## src/rtl/reg_file_pkg.sv

```systemverilog
`default_nettype none
// +------------------------------------------------------------------+
// | reg_file_pkg : default geometry and zero-register encoding       |
// | Rev 1.0                                                          |
// +------------------------------------------------------------------+
package reg_file_pkg;
  localparam int RF_WIDTH = 32;
  localparam int RF_SIZE  = 5;
  localparam int RF_DEPTH = 32;
  localparam int RF_NREAD = 2;

  localparam bit ZERO_REG_ON  = 1'b1;
  localparam bit ZERO_REG_OFF = 1'b0;
endpackage
`default_nettype wire

```

## src/rtl/mux_n1.sv

```systemverilog
`default_nettype none
// +------------------------------------------------------------------+
// | mux_n1 : DEPTH:1 word selector over a packed storage image       |
// | Rev 1.0                                                          |
// +------------------------------------------------------------------+
module mux_n1
  import reg_file_pkg::*;
#(
  parameter int WIDTH = RF_WIDTH,
  parameter int SIZE  = RF_SIZE,
  parameter int DEPTH = RF_DEPTH
) (
  input  logic [DEPTH*WIDTH-1:0] data_in,
  input  logic [SIZE-1:0]        sel,
  output logic [WIDTH-1:0]       data_out
);

  // Selects beyond DEPTH fall through to zero.
  always_comb begin
    data_out = '0;
    for (int d = 0; d < DEPTH; d++) begin
      if (sel == SIZE'(d)) data_out = data_in[d*WIDTH +: WIDTH];
    end
  end

endmodule
`default_nettype wire

```

## src/rtl/reg_file_mport.sv

```systemverilog
`default_nettype none
// +------------------------------------------------------------------+
// | reg_file_mport : 1W / NREAD-R register file, registered reads    |
// | with write-first bypass and optional hard-wired zero word.       |
// | Rev 1.0                                                          |
// +------------------------------------------------------------------+
module reg_file_mport
  import reg_file_pkg::*;
#(
  parameter int WIDTH    = RF_WIDTH,
  parameter int SIZE     = RF_SIZE,
  parameter int DEPTH    = RF_DEPTH,
  parameter int NREAD    = RF_NREAD,
  parameter bit ZERO_REG = ZERO_REG_ON
) (
  input  logic                   clk,
  input  logic                   reset,
  input  logic                   wr_en,
  input  logic [SIZE-1:0]        wr_addr,
  input  logic [WIDTH-1:0]       wr_data,
  input  logic [NREAD-1:0]       rd_en,
  input  logic [NREAD*SIZE-1:0]  rd_addr,
  output logic [NREAD*WIDTH-1:0] rd_data,
  output logic [NREAD-1:0]       rd_valid
);

  localparam logic [SIZE:0] DEPTH_LIM = (SIZE+1)'(DEPTH);

  logic [WIDTH-1:0]       mem_q [DEPTH];
  logic [WIDTH-1:0]       mem_d [DEPTH];
  logic [DEPTH*WIDTH-1:0] mem_flat;
  logic                   wr_hit;

  // wr_hit is true only when the array really changes; it also qualifies bypass.
  always_comb begin
    wr_hit = wr_en && ({1'b0, wr_addr} < DEPTH_LIM) && !(ZERO_REG && (wr_addr == '0));
  end

  always_comb begin
    mem_d = mem_q;
    for (int w = 0; w < DEPTH; w++) begin
      if (wr_hit && (wr_addr == SIZE'(w))) mem_d[w] = wr_data;
    end
  end

  always_ff @(posedge clk or posedge reset) begin
    if (reset) begin
      for (int w = 0; w < DEPTH; w++) mem_q[w] <= '0;
    end else begin
      mem_q <= mem_d;
    end
  end

  for (genvar w = 0; w < DEPTH; w++) begin : g_flat
    assign mem_flat[w*WIDTH +: WIDTH] = mem_q[w];
  end

  for (genvar i = 0; i < NREAD; i++) begin : g_port
    logic [SIZE-1:0]  addr;
    logic [WIDTH-1:0] mux_out;
    logic [WIDTH-1:0] data_d, data_q;
    logic             valid_d, valid_q;
    logic             in_range, bypass;

    assign addr = rd_addr[i*SIZE +: SIZE];

    mux_n1 #(
      .WIDTH (WIDTH),
      .SIZE  (SIZE),
      .DEPTH (DEPTH)
    ) u_mux (
      .data_in  (mem_flat),
      .sel      (addr),
      .data_out (mux_out)
    );

    always_comb begin
      in_range = ({1'b0, addr} < DEPTH_LIM) && !(ZERO_REG && (addr == '0));
      bypass   = wr_hit && (wr_addr == addr);
      valid_d  = rd_en[i];
      data_d   = data_q;
      if (rd_en[i]) begin
        if (!in_range)   data_d = '0;
        else if (bypass) data_d = wr_data;
        else             data_d = mux_out;
      end
    end

    always_ff @(posedge clk or posedge reset) begin
      if (reset) begin
        data_q  <= '0;
        valid_q <= 1'b0;
      end else begin
        data_q  <= data_d;
        valid_q <= valid_d;
      end
    end

    assign rd_data[i*WIDTH +: WIDTH] = data_q;
    assign rd_valid[i]               = valid_q;
  end

endmodule
`default_nettype wire
```

## config.mk

```make
export PLATFORM = sky130hd
export DESIGN_NAME = reg_file_mport
export DESIGN_NICKNAME = d
export VERILOG_FILES = /design/src/rtl/reg_file_pkg.sv /design/src/rtl/mux_n1.sv /design/src/rtl/reg_file_mport.sv
export SDC_FILE = /design/constraint.sdc
export NUM_CORES = 2
export LEC_CHECK = 0
export CAP_MARGIN = 20
export CELL_PAD_IN_SITES_DETAIL_PLACEMENT = 0
export CELL_PAD_IN_SITES_GLOBAL_PLACEMENT = 1
export CORE_ASPECT_RATIO = 2
export CORE_MARGIN = 4
export CORE_UTILIZATION = 30
export CTS_BUF_LIST = sky130_fd_sc_hd__clkbuf_4
export DETAILED_ROUTE_END_ITERATION = 6
export PLACE_DENSITY_LB_ADDON = 0.05
export SYNTH_ARGS = -nofsm -noshare
export SYNTH_HDL_FRONTEND = slang
export SYNTH_SLANG_ARGS = --single-unit
```

## constraint.sdc

```tcl
create_clock -name clk -period 94.8 [get_ports clk]
set_clock_uncertainty 0.1 [all_clocks]
set_input_delay 14.22 -clock clk [delete_from_list [all_inputs] [get_ports clk]]
set_output_delay 14.22 -clock clk [all_outputs]
set_load 0.02 [all_outputs]
```

==> metrics <==
CP startpoint kind primary input; drt first pass iters 7; WS Path Type primary input to flop; static leakage 27.1 nW; Inserted Clock Buffers 291; Int Power 852 uW; CTS Sinks 1058; gr usage total 43.7%; Post-Syn Instances 4991; port bufs 117; fmax 0.0540 GHz; Avg Inst Size Synth 11.1 um2; endpoint class of the critical path flop; Worst Path Max Fanout 37; ys async rst share 100%; layout cells sized above 1 35.2%; wire per inst 55.2 um; postcts setup bufs 0; worst hold stages 1; Worst VDD drop 0.00981 mV; I/O pins 118; CTS H-tree lvls 5; Layout area overhead 15.3%; worst skew pair latency 1.25 ns; largest net degree at the start of global routing 149; Comb pwr share 18.9%; CTS resizes 0; setup tns final 0 ns; hold_buf cts 0; sw frac 36.9%; HPWL after DPL 285000 um; Routed WL 430000 um; DP Cell Count 7263; Post-synth EDFFs 0; status finished, violations left; Synth Flop Type dfrtp_1; Post-DRT Antenna Nets 0; clock slew at reported path FFs 0.07 ns; Net Sw Power 498 uW; vias in the first global route 53000; Seq/Total Area, Yosys 47.7%; via count 54100; clock buffer depth 4; Cell Area, Synth 55500 um2; sequential share of power 49.2%; Clock power frac 31.9%; failing checks DRC, capacitance limit, slew limit; RSZ-0062 raised after global routing false; fin cells 7785; final estimated routing congestion in global placement 1.08; max cap viols 1; drt drc 7; CTS root buffer clkbuf_4; number of vias per cell 6.95; die height 616 um; Min-Delay Path Class flop to flop; Slew Limit Headroom -36.1%; Least-Margin Pin Slew 2.04 ns; synth warn 0; Tmin final 18.53 ns; final hold viol count 0; Synth Register Bits 1058; Slew Viols, Final 5; Netlist cell types 96; worst path arrival time 19.50 ns; final setup vio count 0; Initial Utilization 30.1%; period utilization 19.5%; total power 1.35 mW; die footprint 192000 um2; grt total ovfl 0; syn_nets 5043; r2r worst-path depth 7; first-pass GRT wire length 553000 um; initial antenna violation count 68; CTS tree built; power per cell area 21.1 nW/um2; First DRT Iteration DRCs 7642; Final nets 5265; Core Area 184000 um2; row count 223; Die W 312 um; Worst Path Required 95.77 ns
[cells by family (layout without fill, tap and decap cells)]
kind of cell,Yosys count,after routing,synth area share (%)
xor gates and xnor gates,10,10,0.158
buffers and inverters,501,888,3.99
and+or+nand+nor,983,983,9.04
other,0,45,0
DFF,1058,1058,47.7
AOI/OAI and AO/OA,1389,1389,17.8
muxes,1050,1050,21.3
[layout make-up]
| cell class | count | area, um2 |
|---|---|---|
| diodes | 45 | 113 |
| clock buffers | 405 | 3040 |
| clock inverters | 53 | 338 |
| fillers | 18900 | 120000 |
| inverters | 22 | 90.1 |
| multi-input cells | 3432 | 27400 |
| flip-flops and latches | 1058 | 26500 |
| well taps | 2362 | 2960 |
| repair buffers | 408 | 3540 |
[per-stage QoR]
stage                     worst slack [ns]  instance area [um2]  util (%)  hold slack (ns)
final                                76.27                64000      34.7            0.399
after detailed placement             75.21                60200      32.7            0.374
after global placement               74.79                60100      32.6            0.379
after CTS                            76.54                63600      34.5            0.399
after global routing                 76.45                63900      34.7            0.434
after floorplan                      50.70                55500         -            0.379
[worst max-delay path, cell delays in order]
cell	delay, ns
buf_6	0.19
buf_4	0.56
buf_4	0.58
nand2b_4	0.42
buf_4	0.65
nor2_4	0.18
buf_4	0.36
a22oi_1	0.22
o2111a_1	0.21
nand3_1	0.85
a2111oi_0	0.74
o21ai_1	0.14
[state kept, by name (all words and copies together), names as in the netlist]
name	count
g_port.data_q	64
g_port.valid_q	2
mem_flat	992
[routing by layer]
metal	share of wire (%)	GRT usage, %	vias to the layer above
met5	0.055	0	-
met4	14	47.4	30
met3	8.4	12.3	1876
met2	46	70.3	4329
met1	31	43.3	28200
li1	-	-	19700
[cell usage in the layout, fill, tap and decap left out, types with 45 or more instances in the layout]
cell,instances
nor3_1,46
nor2_4,53
clkbuf_4,409
nand4_1,80
clkdlybuf4s50_1,106
mux2_2,1005
nor2_1,161
a21oi_1,203
o22ai_1,47
o21ai_0,185
nand2_1,252
nand3_1,123
buf_4,262
dfrtp_1,1058
a221oi_1,86
diode_2,45
a22o_1,46
a22oi_1,461
[path summary, 6_finish.rpt]
check | start | to | slack [ns]
max | rd_addr[1] | g_port[0].data_q[25]$_DFFE_PP0P_ | 76.27
min | g_port[1].data_q[1]$_DFFE_PP0P_ | g_port[1].data_q[1]$_DFFE_PP0P_ | 0.40
max reg2reg | mem_flat[383]$_DFFE_PP0P_ | g_port[1].data_q[31]$_DFFE_PP0P_ | 91.17
min reg2reg | g_port[1].data_q[1]$_DFFE_PP0P_ | g_port[1].data_q[1]$_DFFE_PP0P_ | 0.40
max in group asynchronous | reset | mem_flat[198]$_DFFE_PP0P_ | 77.45
min in group asynchronous | reset | mem_flat[850]$_DFFE_PP0P_ | 13.45
[power by group through the flow]
stage / clock network, mW / logic (mW) / registers [mW]
4_1_cts: 0.437 / 0.243 / 0.659
3_3_place_gp: 0 / 0.238 / 0.668
3_5_place_dp: 0 / 0.242 / 0.667
5_1_grt: 0.457 / 0.263 / 0.664
2_1_floorplan: 0 / 0.137 / 0.602
6_report: 0.431 / 0.256 / 0.664
[synth_stat cells (all sizes together), types with 9 or more instances]
| master | n | share of area [%] |
|---|---|---|
| nor3 | 51 | 0.47 |
| a21o | 13 | 0.18 |
| nor2b | 37 | 0.42 |
| dfrtp | 1058 | 48 |
| nor3b | 14 | 0.22 |
| nor4 | 19 | 0.26 |
| o2111ai | 9 | 0.14 |
| xnor2 | 10 | 0.16 |
| and3 | 36 | 0.41 |
| nand3b | 13 | 0.21 |
| a31oi | 30 | 0.34 |
| buf | 248 | 2.3 |
| a211o | 14 | 0.22 |
| a221oi | 88 | 1.4 |
| o211ai | 25 | 0.34 |
| o22ai | 48 | 0.54 |
| a32oi | 15 | 0.24 |
| a211oi | 41 | 0.55 |
| nand2 | 262 | 1.8 |
| or3b | 9 | 0.15 |
| o31ai | 15 | 0.20 |
| a22o | 46 | 0.73 |
| a221o | 20 | 0.36 |
| nand3 | 125 | 1.1 |
| nand2b | 31 | 0.35 |
| and3b | 11 | 0.18 |
| mux2 | 1006 | 20 |
| nand4 | 80 | 0.90 |
| nor2 | 237 | 1.8 |
| mux2i | 39 | 0.70 |
| o21ai | 201 | 1.8 |
| a222oi | 36 | 0.65 |
| a21oi | 205 | 1.8 |
| o221ai | 29 | 0.47 |
| o2bb2ai | 18 | 0.28 |
| or3 | 19 | 0.21 |
| a2bb2oi | 13 | 0.21 |
| inv | 18 | 0.12 |
| clkbuf | 231 | 1.6 |
| a2111oi | 14 | 0.24 |
| a22oi | 461 | 6.2 |
Power figures use the tool's default switching activity.
